--- config.mk ---
export PLATFORM = sky130hd
export DESIGN_NAME = fwd_hazard_unit_flat
export DESIGN_NICKNAME = d
export VERILOG_FILES = /design/src/rtl/fwd_hazard_if.sv /design/src/rtl/fwd_hazard_unit.sv /design/src/flat_wrapper.sv
export SDC_FILE = /design/constraint.sdc
export NUM_CORES = 1
export LEC_CHECK = 0
export ABC_AREA = 1
export CAP_MARGIN = 20
export CORE_MARGIN = 3
export CORE_UTILIZATION = 30
export CTS_BUF_LIST = sky130_fd_sc_hd__clkbuf_8
export CTS_CLUSTER_SIZE = 10
export DETAILED_ROUTE_END_ITERATION = 7
export SLEW_MARGIN = 20
export SYNTH_ARGS = -nofsm -noshare
export SYNTH_HDL_FRONTEND = slang
export SYNTH_SLANG_ARGS = --single-unit
--- constraint.sdc ---
create_clock -name clk -period 8.5 [get_ports clk]
set_input_delay 1.275 -clock clk [delete_from_list [all_inputs] [get_ports clk]]
set_output_delay 1.275 -clock clk [all_outputs]
set_load 0.02 [all_outputs]
--- src/rtl/fwd_hazard_if.sv ---
// Bundle between the ID/EX pipeline control and the forwarding/hazard unit.
// The pipeline side is master, the unit is slave.
interface fwd_hazard_if #(
  parameter int DATA_W = 33,
  parameter int CNT_W  = 32
);
  logic              mem_stall;
  logic              clr_cnt;
  logic [4:0]        ifid_rs;
  logic [4:0]        ifid_rt;
  logic              ifid_is_branch;
  logic              ifid_uses_rt;
  logic [4:0]        idex_rs;
  logic [4:0]        idex_rt;
  logic [4:0]        idex_rd;
  logic              idex_reg_write;
  logic              idex_mem_read;
  logic [4:0]        exmem_rd;
  logic              exmem_reg_write;
  logic              exmem_mem_read;
  logic [4:0]        memwb_rd;
  logic              memwb_reg_write;
  logic [DATA_W-1:0] exmem_data;
  logic [DATA_W-1:0] memwb_data;
  logic [DATA_W-1:0] reg_data1;
  logic [DATA_W-1:0] reg_data2;
  logic [DATA_W-1:0] idex_data1;
  logic [DATA_W-1:0] idex_data2;
  logic [DATA_W-1:0] alu_data1;
  logic [DATA_W-1:0] alu_data2;
  logic [DATA_W-1:0] branch_data1;
  logic [DATA_W-1:0] branch_data2;
  logic              pc_hold;
  logic              idex_bubble;
  logic [CNT_W-1:0]  stall_cycles;
  logic [CNT_W-1:0]  hazard_events;

  modport master (
    output mem_stall, clr_cnt,
    output ifid_rs, ifid_rt, ifid_is_branch, ifid_uses_rt,
    output idex_rs, idex_rt, idex_rd,
    output idex_reg_write, idex_mem_read,
    output exmem_rd, exmem_reg_write, exmem_mem_read,
    output memwb_rd, memwb_reg_write,
    output exmem_data, memwb_data,
    output reg_data1, reg_data2, idex_data1, idex_data2,
    input  alu_data1, alu_data2, branch_data1, branch_data2,
    input  pc_hold, idex_bubble, stall_cycles, hazard_events
  );

  modport slave (
    input  mem_stall, clr_cnt,
    input  ifid_rs, ifid_rt, ifid_is_branch, ifid_uses_rt,
    input  idex_rs, idex_rt, idex_rd,
    input  idex_reg_write, idex_mem_read,
    input  exmem_rd, exmem_reg_write, exmem_mem_read,
    input  memwb_rd, memwb_reg_write,
    input  exmem_data, memwb_data,
    input  reg_data1, reg_data2, idex_data1, idex_data2,
    output alu_data1, alu_data2, branch_data1, branch_data2,
    output pc_hold, idex_bubble, stall_cycles, hazard_events
  );
endinterface

--- src/rtl/fwd_hazard_unit.sv ---
// Combined EX/branch operand forwarding with writeback history,
// stall generation and saturating hazard counters.
module fwd_hazard_unit #(
  parameter int DATA_W     = 33,
  parameter int HIST_DEPTH = 2,
  parameter int CNT_W      = 32
) (
  input logic         clk,
  input logic         rst_n,
  fwd_hazard_if.slave bus
);
  typedef logic [DATA_W-1:0] word_t;
  typedef enum logic [1:0] {RUN, HAZ, FREEZE} state_t;

  state_t state, stateNx;
  logic   prevRun, prevRunNx, newEvent;
  logic   hazard, holdNow, push;
  logic   exOk, wbOk;
  logic [4:0] exRd, wbRd;
  word_t  exD, wbD;

  logic [HIST_DEPTH-1:0]             histV;
  logic [HIST_DEPTH-1:0][4:0]        histRd;
  logic [HIST_DEPTH-1:0][DATA_W-1:0] histData;
  logic [CNT_W-1:0] stallCnt, evtCnt;

  assign exOk = bus.exmem_reg_write && !bus.exmem_mem_read;
  assign wbOk = bus.memwb_reg_write;
  assign exRd = bus.exmem_rd;
  assign wbRd = bus.memwb_rd;
  assign exD  = bus.exmem_data;
  assign wbD  = bus.memwb_data;

  // Oldest history first so younger entries and pipeline regs override.
  function automatic word_t pick(
    input logic [4:0] r,
    input word_t      dflt
  );
    word_t v;
    v = dflt;
    for (int i = HIST_DEPTH - 1; i >= 0; i--) begin
      if (histV[i] && histRd[i] == r) v = histData[i];
    end
    if (wbOk && wbRd != 5'd0 && wbRd == r) v = wbD;
    if (exOk && exRd != 5'd0 && exRd == r) v = exD;
    return v;
  endfunction

  function automatic logic dep(input logic [4:0] r);
    return (r != 5'd0) &&
      ((r == bus.ifid_rs) ||
       (bus.ifid_uses_rt && r == bus.ifid_rt));
  endfunction

  always_comb begin
    bus.alu_data1    = pick(bus.idex_rs, bus.idex_data1);
    bus.alu_data2    = pick(bus.idex_rt, bus.idex_data2);
    bus.branch_data1 = bus.reg_data1;
    bus.branch_data2 = bus.reg_data2;
    if (bus.ifid_is_branch) begin
      bus.branch_data1 = pick(bus.ifid_rs, bus.reg_data1);
      bus.branch_data2 = pick(bus.ifid_rt, bus.reg_data2);
    end
  end

  assign hazard =
    (bus.idex_mem_read && dep(bus.idex_rd)) ||
    (bus.ifid_is_branch && bus.idex_reg_write &&
     dep(bus.idex_rd)) ||
    (bus.ifid_is_branch && bus.exmem_mem_read &&
     bus.exmem_reg_write && dep(bus.exmem_rd));

  assign holdNow = hazard && !bus.mem_stall && rst_n;
  assign push = bus.memwb_reg_write &&
                bus.memwb_rd != 5'd0 && !bus.mem_stall;

  assign bus.pc_hold       = holdNow;
  assign bus.idex_bubble   = holdNow;
  assign bus.stall_cycles  = stallCnt;
  assign bus.hazard_events = evtCnt;

  always_comb begin
    stateNx   = state;
    prevRunNx = prevRun;
    newEvent  = 1'b0;
    unique case (state)
      RUN: begin
        if (bus.mem_stall) begin
          stateNx   = FREEZE;
          prevRunNx = 1'b1;
        end else if (hazard) begin
          stateNx  = HAZ;
          newEvent = 1'b1;
        end
      end
      HAZ: begin
        if (bus.mem_stall) begin
          stateNx   = FREEZE;
          prevRunNx = 1'b0;
        end else if (!hazard) begin
          stateNx = RUN;
        end
      end
      FREEZE: begin
        if (!bus.mem_stall) begin
          if (hazard) begin
            stateNx  = HAZ;
            newEvent = prevRun;
          end else begin
            stateNx = RUN;
          end
        end
      end
      default: stateNx = RUN;
    endcase
  end

  always_ff @(posedge clk) begin
    if (!rst_n) begin
      state    <= RUN;
      prevRun  <= 1'b1;
      histV    <= '0;
      stallCnt <= '0;
      evtCnt   <= '0;
    end else begin
      state   <= stateNx;
      prevRun <= prevRunNx;
      if (push) begin
        for (int i = HIST_DEPTH - 1; i >= 1; i--)
          histV[i] <= histV[i-1];
        histV[0] <= 1'b1;
      end
      if (bus.clr_cnt) begin
        stallCnt <= '0;
        evtCnt   <= '0;
      end else begin
        if (holdNow && stallCnt != '1)
          stallCnt <= stallCnt + CNT_W'(1);
        if (newEvent && evtCnt != '1)
          evtCnt <= evtCnt + CNT_W'(1);
      end
    end
  end

  // Payload needs no reset; validity is tracked by histV.
  always_ff @(posedge clk) begin
    if (push) begin
      for (int i = HIST_DEPTH - 1; i >= 1; i--) begin
        histRd[i]   <= histRd[i-1];
        histData[i] <= histData[i-1];
      end
      histRd[0]   <= bus.memwb_rd;
      histData[0] <= bus.memwb_data;
    end
  end
endmodule
--- src/flat_wrapper.sv ---
// flat-port wrapper written by rule: the top's interface ports become plain ports
module fwd_hazard_unit_flat 
#(
  parameter int DATA_W     = 33,
  parameter int HIST_DEPTH = 2,
  parameter int CNT_W      = 32
)
  (clk, rst_n, bus_mem_stall, bus_clr_cnt, bus_ifid_rs, bus_ifid_rt, bus_ifid_is_branch, bus_ifid_uses_rt, bus_idex_rs, bus_idex_rt, bus_idex_rd, bus_idex_reg_write, bus_idex_mem_read, bus_exmem_rd, bus_exmem_reg_write, bus_exmem_mem_read, bus_memwb_rd, bus_memwb_reg_write, bus_exmem_data, bus_memwb_data, bus_reg_data1, bus_reg_data2, bus_idex_data1, bus_idex_data2, bus_alu_data1, bus_alu_data2, bus_branch_data1, bus_branch_data2, bus_pc_hold, bus_idex_bubble, bus_stall_cycles, bus_hazard_events);
  fwd_hazard_if #(.DATA_W(DATA_W), .CNT_W(CNT_W)) bus_i ();
  input logic clk;
  input logic rst_n;
  input wire logic [$bits(bus_i.mem_stall)-1:0] bus_mem_stall;
  input wire logic [$bits(bus_i.clr_cnt)-1:0] bus_clr_cnt;
  input wire logic [$bits(bus_i.ifid_rs)-1:0] bus_ifid_rs;
  input wire logic [$bits(bus_i.ifid_rt)-1:0] bus_ifid_rt;
  input wire logic [$bits(bus_i.ifid_is_branch)-1:0] bus_ifid_is_branch;
  input wire logic [$bits(bus_i.ifid_uses_rt)-1:0] bus_ifid_uses_rt;
  input wire logic [$bits(bus_i.idex_rs)-1:0] bus_idex_rs;
  input wire logic [$bits(bus_i.idex_rt)-1:0] bus_idex_rt;
  input wire logic [$bits(bus_i.idex_rd)-1:0] bus_idex_rd;
  input wire logic [$bits(bus_i.idex_reg_write)-1:0] bus_idex_reg_write;
  input wire logic [$bits(bus_i.idex_mem_read)-1:0] bus_idex_mem_read;
  input wire logic [$bits(bus_i.exmem_rd)-1:0] bus_exmem_rd;
  input wire logic [$bits(bus_i.exmem_reg_write)-1:0] bus_exmem_reg_write;
  input wire logic [$bits(bus_i.exmem_mem_read)-1:0] bus_exmem_mem_read;
  input wire logic [$bits(bus_i.memwb_rd)-1:0] bus_memwb_rd;
  input wire logic [$bits(bus_i.memwb_reg_write)-1:0] bus_memwb_reg_write;
  input wire logic [$bits(bus_i.exmem_data)-1:0] bus_exmem_data;
  input wire logic [$bits(bus_i.memwb_data)-1:0] bus_memwb_data;
  input wire logic [$bits(bus_i.reg_data1)-1:0] bus_reg_data1;
  input wire logic [$bits(bus_i.reg_data2)-1:0] bus_reg_data2;
  input wire logic [$bits(bus_i.idex_data1)-1:0] bus_idex_data1;
  input wire logic [$bits(bus_i.idex_data2)-1:0] bus_idex_data2;
  output wire logic [$bits(bus_i.alu_data1)-1:0] bus_alu_data1;
  output wire logic [$bits(bus_i.alu_data2)-1:0] bus_alu_data2;
  output wire logic [$bits(bus_i.branch_data1)-1:0] bus_branch_data1;
  output wire logic [$bits(bus_i.branch_data2)-1:0] bus_branch_data2;
  output wire logic [$bits(bus_i.pc_hold)-1:0] bus_pc_hold;
  output wire logic [$bits(bus_i.idex_bubble)-1:0] bus_idex_bubble;
  output wire logic [$bits(bus_i.stall_cycles)-1:0] bus_stall_cycles;
  output wire logic [$bits(bus_i.hazard_events)-1:0] bus_hazard_events;
  assign bus_i.mem_stall = bus_mem_stall;
  assign bus_i.clr_cnt = bus_clr_cnt;
  assign bus_i.ifid_rs = bus_ifid_rs;
  assign bus_i.ifid_rt = bus_ifid_rt;
  assign bus_i.ifid_is_branch = bus_ifid_is_branch;
  assign bus_i.ifid_uses_rt = bus_ifid_uses_rt;
  assign bus_i.idex_rs = bus_idex_rs;
  assign bus_i.idex_rt = bus_idex_rt;
  assign bus_i.idex_rd = bus_idex_rd;
  assign bus_i.idex_reg_write = bus_idex_reg_write;
  assign bus_i.idex_mem_read = bus_idex_mem_read;
  assign bus_i.exmem_rd = bus_exmem_rd;
  assign bus_i.exmem_reg_write = bus_exmem_reg_write;
  assign bus_i.exmem_mem_read = bus_exmem_mem_read;
  assign bus_i.memwb_rd = bus_memwb_rd;
  assign bus_i.memwb_reg_write = bus_memwb_reg_write;
  assign bus_i.exmem_data = bus_exmem_data;
  assign bus_i.memwb_data = bus_memwb_data;
  assign bus_i.reg_data1 = bus_reg_data1;
  assign bus_i.reg_data2 = bus_reg_data2;
  assign bus_i.idex_data1 = bus_idex_data1;
  assign bus_i.idex_data2 = bus_idex_data2;
  assign bus_alu_data1 = bus_i.alu_data1;
  assign bus_alu_data2 = bus_i.alu_data2;
  assign bus_branch_data1 = bus_i.branch_data1;
  assign bus_branch_data2 = bus_i.branch_data2;
  assign bus_pc_hold = bus_i.pc_hold;
  assign bus_idex_bubble = bus_i.idex_bubble;
  assign bus_stall_cycles = bus_i.stall_cycles;
  assign bus_hazard_events = bus_i.hazard_events;
  fwd_hazard_unit #(.DATA_W(DATA_W), .HIST_DEPTH(HIST_DEPTH), .CNT_W(CNT_W)) u_core (.clk(clk), .rst_n(rst_n), .bus(bus_i));
endmodule
* Word-level counts from Yosys, hierarchy flattened
Cells that the tools add are included.
** Storage, ports and cells
- Register bits :: 145
- Bits in latches :: 0
- RAM bits :: 0
- Memory bits (read-only) :: 0
- Word-level logic and storage cells :: 120
- Memories kept :: 0
** Operators by class
- Add/subtract/negate cells :: 2
- Multipliers :: 0
- Divide/modulo/power cells :: 0
- Order comparisons :: 0
- Equal/unequal tests :: 27
- Shift-type cells :: 0
- Muxes and demuxes :: 33
- Bitwise operators :: 1
- Reductions and logical operators :: 48
** Operators by type and width (count)
- 33-bit 2-to-1 mux :: 18
- 5-bit == test :: 18
- 32-bit by 1-bit adder with 32-bit output (second input constant) :: 2
- 32-bit != test (second input constant) :: 2
- 1-bit logical AND :: 34
- 5-bit nonzero test :: 3
- 2-bit 2-to-1 mux :: 5
- 1-bit 2-to-1 mux :: 7
- 2-bit != test (second input constant) :: 3
- 2-bit one-hot mux with 3 select lines :: 1
- 3-bit AND reduction :: 2
- 1-bit logical OR :: 4
- 1-bit one-hot mux with 2 select lines :: 2
- 3-bit by 2-bit != test with 1-bit output (second input constant) :: 1
- 3-bit != test (second input constant) :: 1
- 2-bit by 1-bit == test with 1-bit output (second input constant) :: 1
- 2-bit == test (second input constant) :: 1
- 1-bit zero test :: 2
- 2-bit zero test :: 1
- 2-bit nonzero test :: 1
- 2-bit OR reduction :: 1
- 1-bit NOT :: 1

* Longest topological paths before layout
Gate-level depths: netlist of run 1.
- Depth in word-level cells :: 11
- Gate-level depth with buffers :: 14
- Depth with buffers taken out :: 12

* Least setup slack after synthesis of run 1
No wires, ideal clock.
- Path type :: input -> register
- Start point :: input bus_memwb_rd[3]
- End point :: register u_core.histV[1]
- Setup time :: 0.093 ns
- Arrival time :: 5.332 ns
- Slack :: 3.076 ns
- Stages :: 7
- Path buffers :: 1
- Cell sequence :: buf_2 -> nor2_1 -> nand2_1 -> o21ai_2 -> nor2_1 -> o21ai_0 -> a21oi_1
** Between the ends
- Longest elaborated chain between the ends :: 3
** Ends and longest elaborated chain
- start, declared :: RTL line flat_wrapper.sv:26 : input wire logic [$bits(bus_i.memwb_rd)-1:0] bus_memwb_rd;
- 5-bit nonzero test :: RTL line fwd_hazard_unit.sv:75 : bus.memwb_rd != 5'd0 && !bus.mem_stall;
- 1-bit logical AND :: RTL line fwd_hazard_unit.sv:74 : assign push = bus.memwb_reg_write &&
- 1-bit logical AND :: RTL line fwd_hazard_unit.sv:75
- via u_core.push :: RTL line fwd_hazard_unit.sv:17 : logic hazard, holdNow, push;
- end signal, assigned by index :: RTL line fwd_hazard_unit.sv:130 : histV[i] <= histV[i-1];
- end, declared :: RTL line fwd_hazard_unit.sv:22 : logic [HIST_DEPTH-1:0] histV;
The timed path passes the listed nets, and every way through them passes these cells.
A chain may end at the register's enable or synchronous reset.

* Final worst setup path of run 1
- Start point :: input bus_idex_rt[2]
- End point :: output bus_alu_data2[6]
** Between the ends
- Longest elaborated chain between the ends :: 6
** Ends and longest elaborated chain
- start, declared :: RTL line flat_wrapper.sv:19 : input wire logic [$bits(bus_i.idex_rt)-1:0] bus_idex_rt;
- 5-bit == test :: RTL line fwd_hazard_unit.sv:42 : if (histV[i] && histRd[i] == r) v = histData[i];
- 1-bit logical AND :: RTL line fwd_hazard_unit.sv:42
- 33-bit 2-to-1 mux (2 in a row) :: RTL line fwd_hazard_unit.sv:42
- 33-bit 2-to-1 mux :: RTL line fwd_hazard_unit.sv:44 : if (wbOk && wbRd != 5'd0 && wbRd == r) v = wbD;
- 33-bit 2-to-1 mux (*) :: RTL line fwd_hazard_unit.sv:45 : if (exOk && exRd != 5'd0 && exRd == r) v = exD;
- end, declared :: RTL line flat_wrapper.sv:35 : output wire logic [$bits(bus_i.alu_data2)-1:0] bus_alu_data2;
Mark *: on every way between the ends. The rest lies on a longest branch, timed or not.

==> results of run 1 <==
state kept, by name, indices dropped and copies added (netlist names):
| register | flops |
|---|---|
| u_core.histData | 66 |
| u_core.bus.hazard_events | 32 |
| u_core.bus.stall_cycles | 32 |
| u_core.histRd | 10 |
| u_core.histV | 2 |
| u_core.state | 2 |
| u_core.prevRun | 1 |
per-stage QoR:
stage           util  power (mW)  area, um2
6_report       0.412        2.09      20200
5_1_grt        0.412        2.19      20200
4_1_cts        0.411        2.10      20100
3_5_place_dp   0.402        1.46      19700
3_3_place_gp   0.402        1.46      19700
2_1_floorplan      -        1.10      14900
cells by family (layout without fill, tap and decap cells):
family / Yosys count / count (layout) / share of synthesized area
AOI/OAI and AO/OA: 383 / 383 / 0.146
xor gates and xnor gates: 87 / 87 / 0.0511
adders and majority gates: 2 / 2 / 0.00168
buffers and inverters: 499 / 829 / 0.138
DFF: 145 / 145 / 0.246
other: 0 / 12 / 0
and+or+nand+nor: 1425 / 1425 / 0.418
power by group:
group          internal, mW  total (mW)  switching (mW)  leakage (nW)
clock                 0.323       0.636           0.314         0.221
combinational         0.287       0.683           0.396          6.99
sequential            0.761       0.776          0.0149          1.27
total                  1.37        2.09           0.724          8.48
cells in the final DEF (no fill, tap or decap), drive strengths merged, types with 69 or more instances in the layout:
cell	count
inv	324
nor2	185
clkdlybuf4s50	440
dfxtp	69
nand3	299
o21ai	149
edfxtp	76
a21oi	139
nand4	137
nand2	754
how the worst min path moves through the flow:
stage                                              from                       endpoint  slack, ns  depth (start not counted)
after floorplan            u_core.histData[0]$_DFFE_PP_  u_core.histData[33]$_DFFE_PP_       0.43                          0
after CTS                  u_core.histData[8]$_DFFE_PP_  u_core.histData[41]$_DFFE_PP_       0.45                          0
final                     u_core.histData[16]$_DFFE_PP_  u_core.histData[49]$_DFFE_PP_       0.45                          0
after global placement    u_core.histData[24]$_DFFE_PP_  u_core.histData[57]$_DFFE_PP_       0.43                          0
after detailed placement   u_core.histData[8]$_DFFE_PP_  u_core.histData[41]$_DFFE_PP_       0.43                          0
after global routing       u_core.histData[6]$_DFFE_PP_  u_core.histData[39]$_DFFE_PP_       0.46                          0
cell usage after synthesis, drive strengths merged, types with 4 or more instances:
cell type / instances
a211oi: 4
a21oi: 139
a221oi: 4
buf: 98
clkbuf: 80
dfxtp: 69
edfxtp: 76
inv: 320
nand2: 754
nand3: 299
nand3b: 5
nand4: 137
nor2: 185
nor3: 35
nor4: 6
o211ai: 66
o21ai: 149
o21bai: 5
o22ai: 15
xnor2: 20
xor2: 67
layer usage:
layer,track usage,vias to the layer above,wire [um]
li1,-,9017,-
met3,0.100,214,9170
met4,0.0998,38,2710
met5,0,-,280
met1,0.341,8900,29800
met2,0.450,1192,34500
cell type report:
cell class / instances / area (um2)
inverter: 321 / 1200
antenna: 12 / 30.0
fill: 5266 / 28800
multi-input combinational: 1897 / 9340
sequential: 145 / 3660
tap: 664 / 831
clock inverter: 15 / 204
clock buffer: 17 / 234
timing repair buffer: 476 / 4720
worst reg2reg max path: cells and delay by family, from the launching register on:
| family | cells | cell delay (ns) |
|---|---|---|
| AOI/OAI and AO/OA | 1 | 0.15 |
| adders and majority gates | 1 | 0.25 |
| buffers and inverters | 1 | 0.10 |
| DFF | 1 | 0.42 |
| and+or+nand+nor | 6 | 1.49 |
==> impl_metrics.toml, run 1 <==
[status]
status = "finished, final reports clean"

[worst_hold_path]
hold_class = "register to register"

[drt]
postRouteAntennaNets = 0
routed_wl_um = 76400
vias = 19400
routedWlPerCell_um = 21.5
viasPerCell = 5.46
drc_errors = 0
first_pass_iters = 6
first_iter_violations = 2274

[floorplan]
die_h_um = 229
rows = 81
start_util = 0.304
ios = 442
core-area_um2 = 49100
die_area_um2 = 52500
die_w_um = 229

[clock_network]
tritoncts = "built"
cts_resized = 0
cts.clk_slew.worst_paths_ns = 0.09
cts-root-buf = "clkbuf_8"
worstSkewPairLatency_ns = 0.50
clockBufferDepth = 2
cts_max_level = 4
post_cts_buffers = 0
cts_inserted_buffers = 17
cts.sinks = 145
holdBufCountCts = 0

[grt]
grt_max_degree = 76
grt_usage = 0.278
overflow = 0
grt_pass1_wl_um = 114000
grt_pass1_vias = 18400
antenna_found_initial = 30

[yosys]
synthFlopType = "edfxtp_1"
syn-cell-area_um2 = 14900
synth_nets = 2787
ys_warn_count = 0
yosysSeqAreaShare = 0.246
syn_avg_cell_area_um2 = 5.87
synth_seq_cells = 145
synth_top_area_frac = 0.189
synth_cells = 2541
synthArstFlopShare = 0
synth-edff-count = 76
netlist-cell-type-count = 46
synth_area_leaders = "nand2_1, edfxtp_1, nand3_1"
yosysTopAreaCell = "nand2_1"

[worst_setup_path]
slowest_stage = "nand3_2"
critPathLaunchType = "input pin"
cp_top_family = "buffers and inverters"
r2r-end = "u_core.bus.stall_cycles[9]$_SDFFE_PP0P_"
crit_buf_inv = 3
r2r_slack_ns = 5.99
reg2reg_from = "u_core.bus.stall_cycles[0]$_SDFFE_PP0P_"
crit_path_end = "bus_alu_data2[6]"
path_max_fanout = 34
cp_slowest_stage_delay_ns = 0.98
worst-endpoint-arrival_ns = 5.09
cp.required_ns = 7.22
critPathCaptureType = "output port"
path_cells = "clkdlybuf4s50_1 -> a221oi_4 -> buf_4 -> nand3_2 -> nand2_1 -> nand3_1 -> nand3_1 -> a21oi_1 -> clkdlybuf4s50_1"
worstSetupPathDepth = 9
cp-startpoint = "bus_idex_rt[2]"
worst-setup-path-type = "input pin to output port"
reg2regPathDepth = 9

[place]
pre_cts_slack_ns = 2.13
placed_cells = 3500
io_buffer_count = 441
place_congestion = 0.948
hpwl_um = 53200

[timing]
hold_slack_ns = 0.451
hold_viol = 0
worst_slew_pin_slew_ns = 1.13
max-slew-margin-rel = 0.248
clock_skew_ns = 0.00613
final.min_clock_period_ns = 6.36
drv_slew = 0
rsz0062_at_grt = "false"
setup_slack_ns = 2.14
fmax_mhz = 157
finalSetupViolCount = 0
period_share = 0.749
setup_tns_ns = 0

[pwr]
p_leak_nw = 8.48
p_per_area_nw_per_um2 = 104
ir_worst_vdd_uv = 96.3

[finish]
final_cells = 3547
nNetsFinal = 3104
drive_above_1_share = 0.0390
area_growth_pct = 35.5

[flow_run]
drv_cap = 0
Note: power is estimated with default switching activity, not from simulation.
==> run 2, diff against run 1 <==
- clock period: 8.5 -> 5.2 ns (I/O delays scaled with it)
==> run 2 against run 1 <==
Via count shrank 0.66%. Clock skew grew 0.0086 ns. Global-route usage grew 0.52 points. Combinational power grew 64%. Power grew 60%. Die area is the same. Routed wire length grew 0.83%. Clock-buffer cell count is the same. Final area grew 0.80%. Critical path depth grew 2. Final cell count grew 0.37%. Utilization grew 0.33 points. Highest routed layer unchanged.
==> impl_metrics.toml, run 2 (same netlist as run 1, synthesis figures left out) <==
[clock_network]
post_cts_buffers = 0
clockBufferDepth = 2
cts.clk_slew.worst_paths_ns = 0.08
cts_inserted_buffers = 17
cts.sinks = 145
holdBufCountCts = 0
cts_max_level = 4
cts_resized = 0
worstSkewPairLatency_ns = 0.50
tritoncts = "built"
cts-root-buf = "clkbuf_8"

[drt]
viasPerCell = 5.40
routedWlPerCell_um = 21.6
first_pass_iters = 8
drc_errors = 0
vias = 19200
postRouteAntennaNets = 0
routed_wl_um = 77100
first_iter_violations = 1944

[finish]
final_cell_mix = "nand2_1, clkdlybuf4s50_1, inv_1"
seq_area_um2 = 3660
area_growth_pct = 36.6
largest_reg_flops = 66
layout_commonest_cell = "nand2_1"
nNetsFinal = 3124
final_cells = 3560
largest_register = "u_core.histData"
nFillCells = 5362
drive_above_1_share = 0.0457
multiInputGateArea_um2 = 9330

[place]
io_buffer_count = 441
hpwl_um = 56500
place_congestion = 0.943
pre_cts_slack_ns = 0.490
placed_cells = 3523

[timing]
period_share = 0.920
finalSetupViolCount = 0
max-slew-margin-rel = 0.356
setup_tns_ns = 0
worst_slew_pin_slew_ns = 0.963
rsz0062_at_grt = "false"
setup_slack_ns = 0.417
clock_skew_ns = 0.0148
final.min_clock_period_ns = 4.78
fmax_mhz = 209
hold_slack_ns = 0.451
hold_viol = 0
drv_slew = 0

[grt]
grt_use_met1 = 0.357
grt_max_degree = 68
grtUsageMet3 = 0.0813
antenna_found_initial = 25
use_met2 = 0.464
busiest_layer = "met2"
grt_pass1_wl_um = 116000
overflow = 0
grt_pass1_vias = 18500
grt_usage = 0.284

[pwr]
p_per_area_nw_per_um2 = 165
ir_worst_vdd_uv = 156
p_leak_nw = 8.58

[floorplan]
die_w_um = 229
rows = 81
die_h_um = 229
die_area_um2 = 52500
ios = 442
core-area_um2 = 49100
start_util = 0.304

[worst_setup_path]
worst-endpoint-arrival_ns = 4.00
critPathLaunchType = "input pin"
cp.required_ns = 4.42
worst-setup-path-type = "input pin to output port"
path_max_fanout = 33
critPathCaptureType = "output port"

[flow_run]
drv_cap = 0

[status]
status = "finished, final reports clean"

[worst_hold_path]
hold_class = "register to register"
-- run 2: cell count changes in the layout (fill, tap and decap cells not counted), moves of 2 or more --
cell / previous run / this run
clkinv_2: 3 / 0
buf_4: 30 / 46
buf_6: 2 / 0
inv_4: 0 / 2
diode_2: 12 / 5
buf_12: 3 / 9
inv_8: 0 / 2
bufinv_16: 4 / 2
-- run 2: worst max-delay path: stages --
cell and delay (ns):
clkdlybuf4s50_1 0.50, inv_1 0.20, nor2_1 0.06, a221oi_1 0.46
nand3_2 0.48, inv_1 0.15, buf_4 0.44, nand2_1 0.09
nand3_1 0.14, a21oi_1 0.13, clkdlybuf4s50_1 0.57
-- run 2: power breakdown --
group | internal (mW) | switching (mW) | leakage, nW
clock | 0.441 | 0.521 | 0.206
combinational | 0.474 | 0.648 | 7.11
sequential | 1.24 | 0.0261 | 1.27
-- run 2: area by class of cell --
| cell class | instances | share of cell area |
|---|---|---|
| Sequential cell | 145 | 0.180 |
| Multi-Input combinational cell | 1897 | 0.458 |
| Clock inverter | 15 | 0.00847 |
| Timing Repair Buffer | 496 | 0.242 |
| Clock buffer | 17 | 0.0115 |
| Antenna cell | 5 | 0.000614 |
| Tap cell | 664 | 0.0408 |
| Inverter | 321 | 0.0591 |
-- run 2: per-layer routing --
| metal | vias up | routed length [um] |
|---|---|---|
| met5 | - | 251 |
| met4 | 38 | 2260 |
| met3 | 177 | 7960 |
| met2 | 1049 | 35400 |
| met1 | 8930 | 31200 |
| li1 | 9039 | - |
-- run 2: metrics by stage --
step | util | power, mW | instance area, um2
2_1_floorplan | - | 1.80 | 14900
5_1_grt | 0.415 | 3.52 | 20400
3_5_place_dp | 0.407 | 2.41 | 20000
3_3_place_gp | 0.407 | 2.40 | 20000
4_1_cts | 0.415 | 3.38 | 20400
6_report | 0.415 | 3.35 | 20400
-- run 2: path summary, 6_finish.rpt --
path / startpoint / endpoint / slack [ns] / cells past startpoint
max: bus_idex_rt[0] / bus_alu_data2[24] / 0.42 / 11
max reg2reg: u_core.bus.stall_cycles[0]$_SDFFE_PP0P_ / u_core.bus.stall_cycles[18]$_SDFFE_PP0P_ / 2.64 / 9
min: u_core.histData[2]$_DFFE_PP_ / u_core.histData[35]$_DFFE_PP_ / 0.45 / 0
min reg2reg: u_core.histData[2]$_DFFE_PP_ / u_core.histData[35]$_DFFE_PP_ / 0.45 / 0
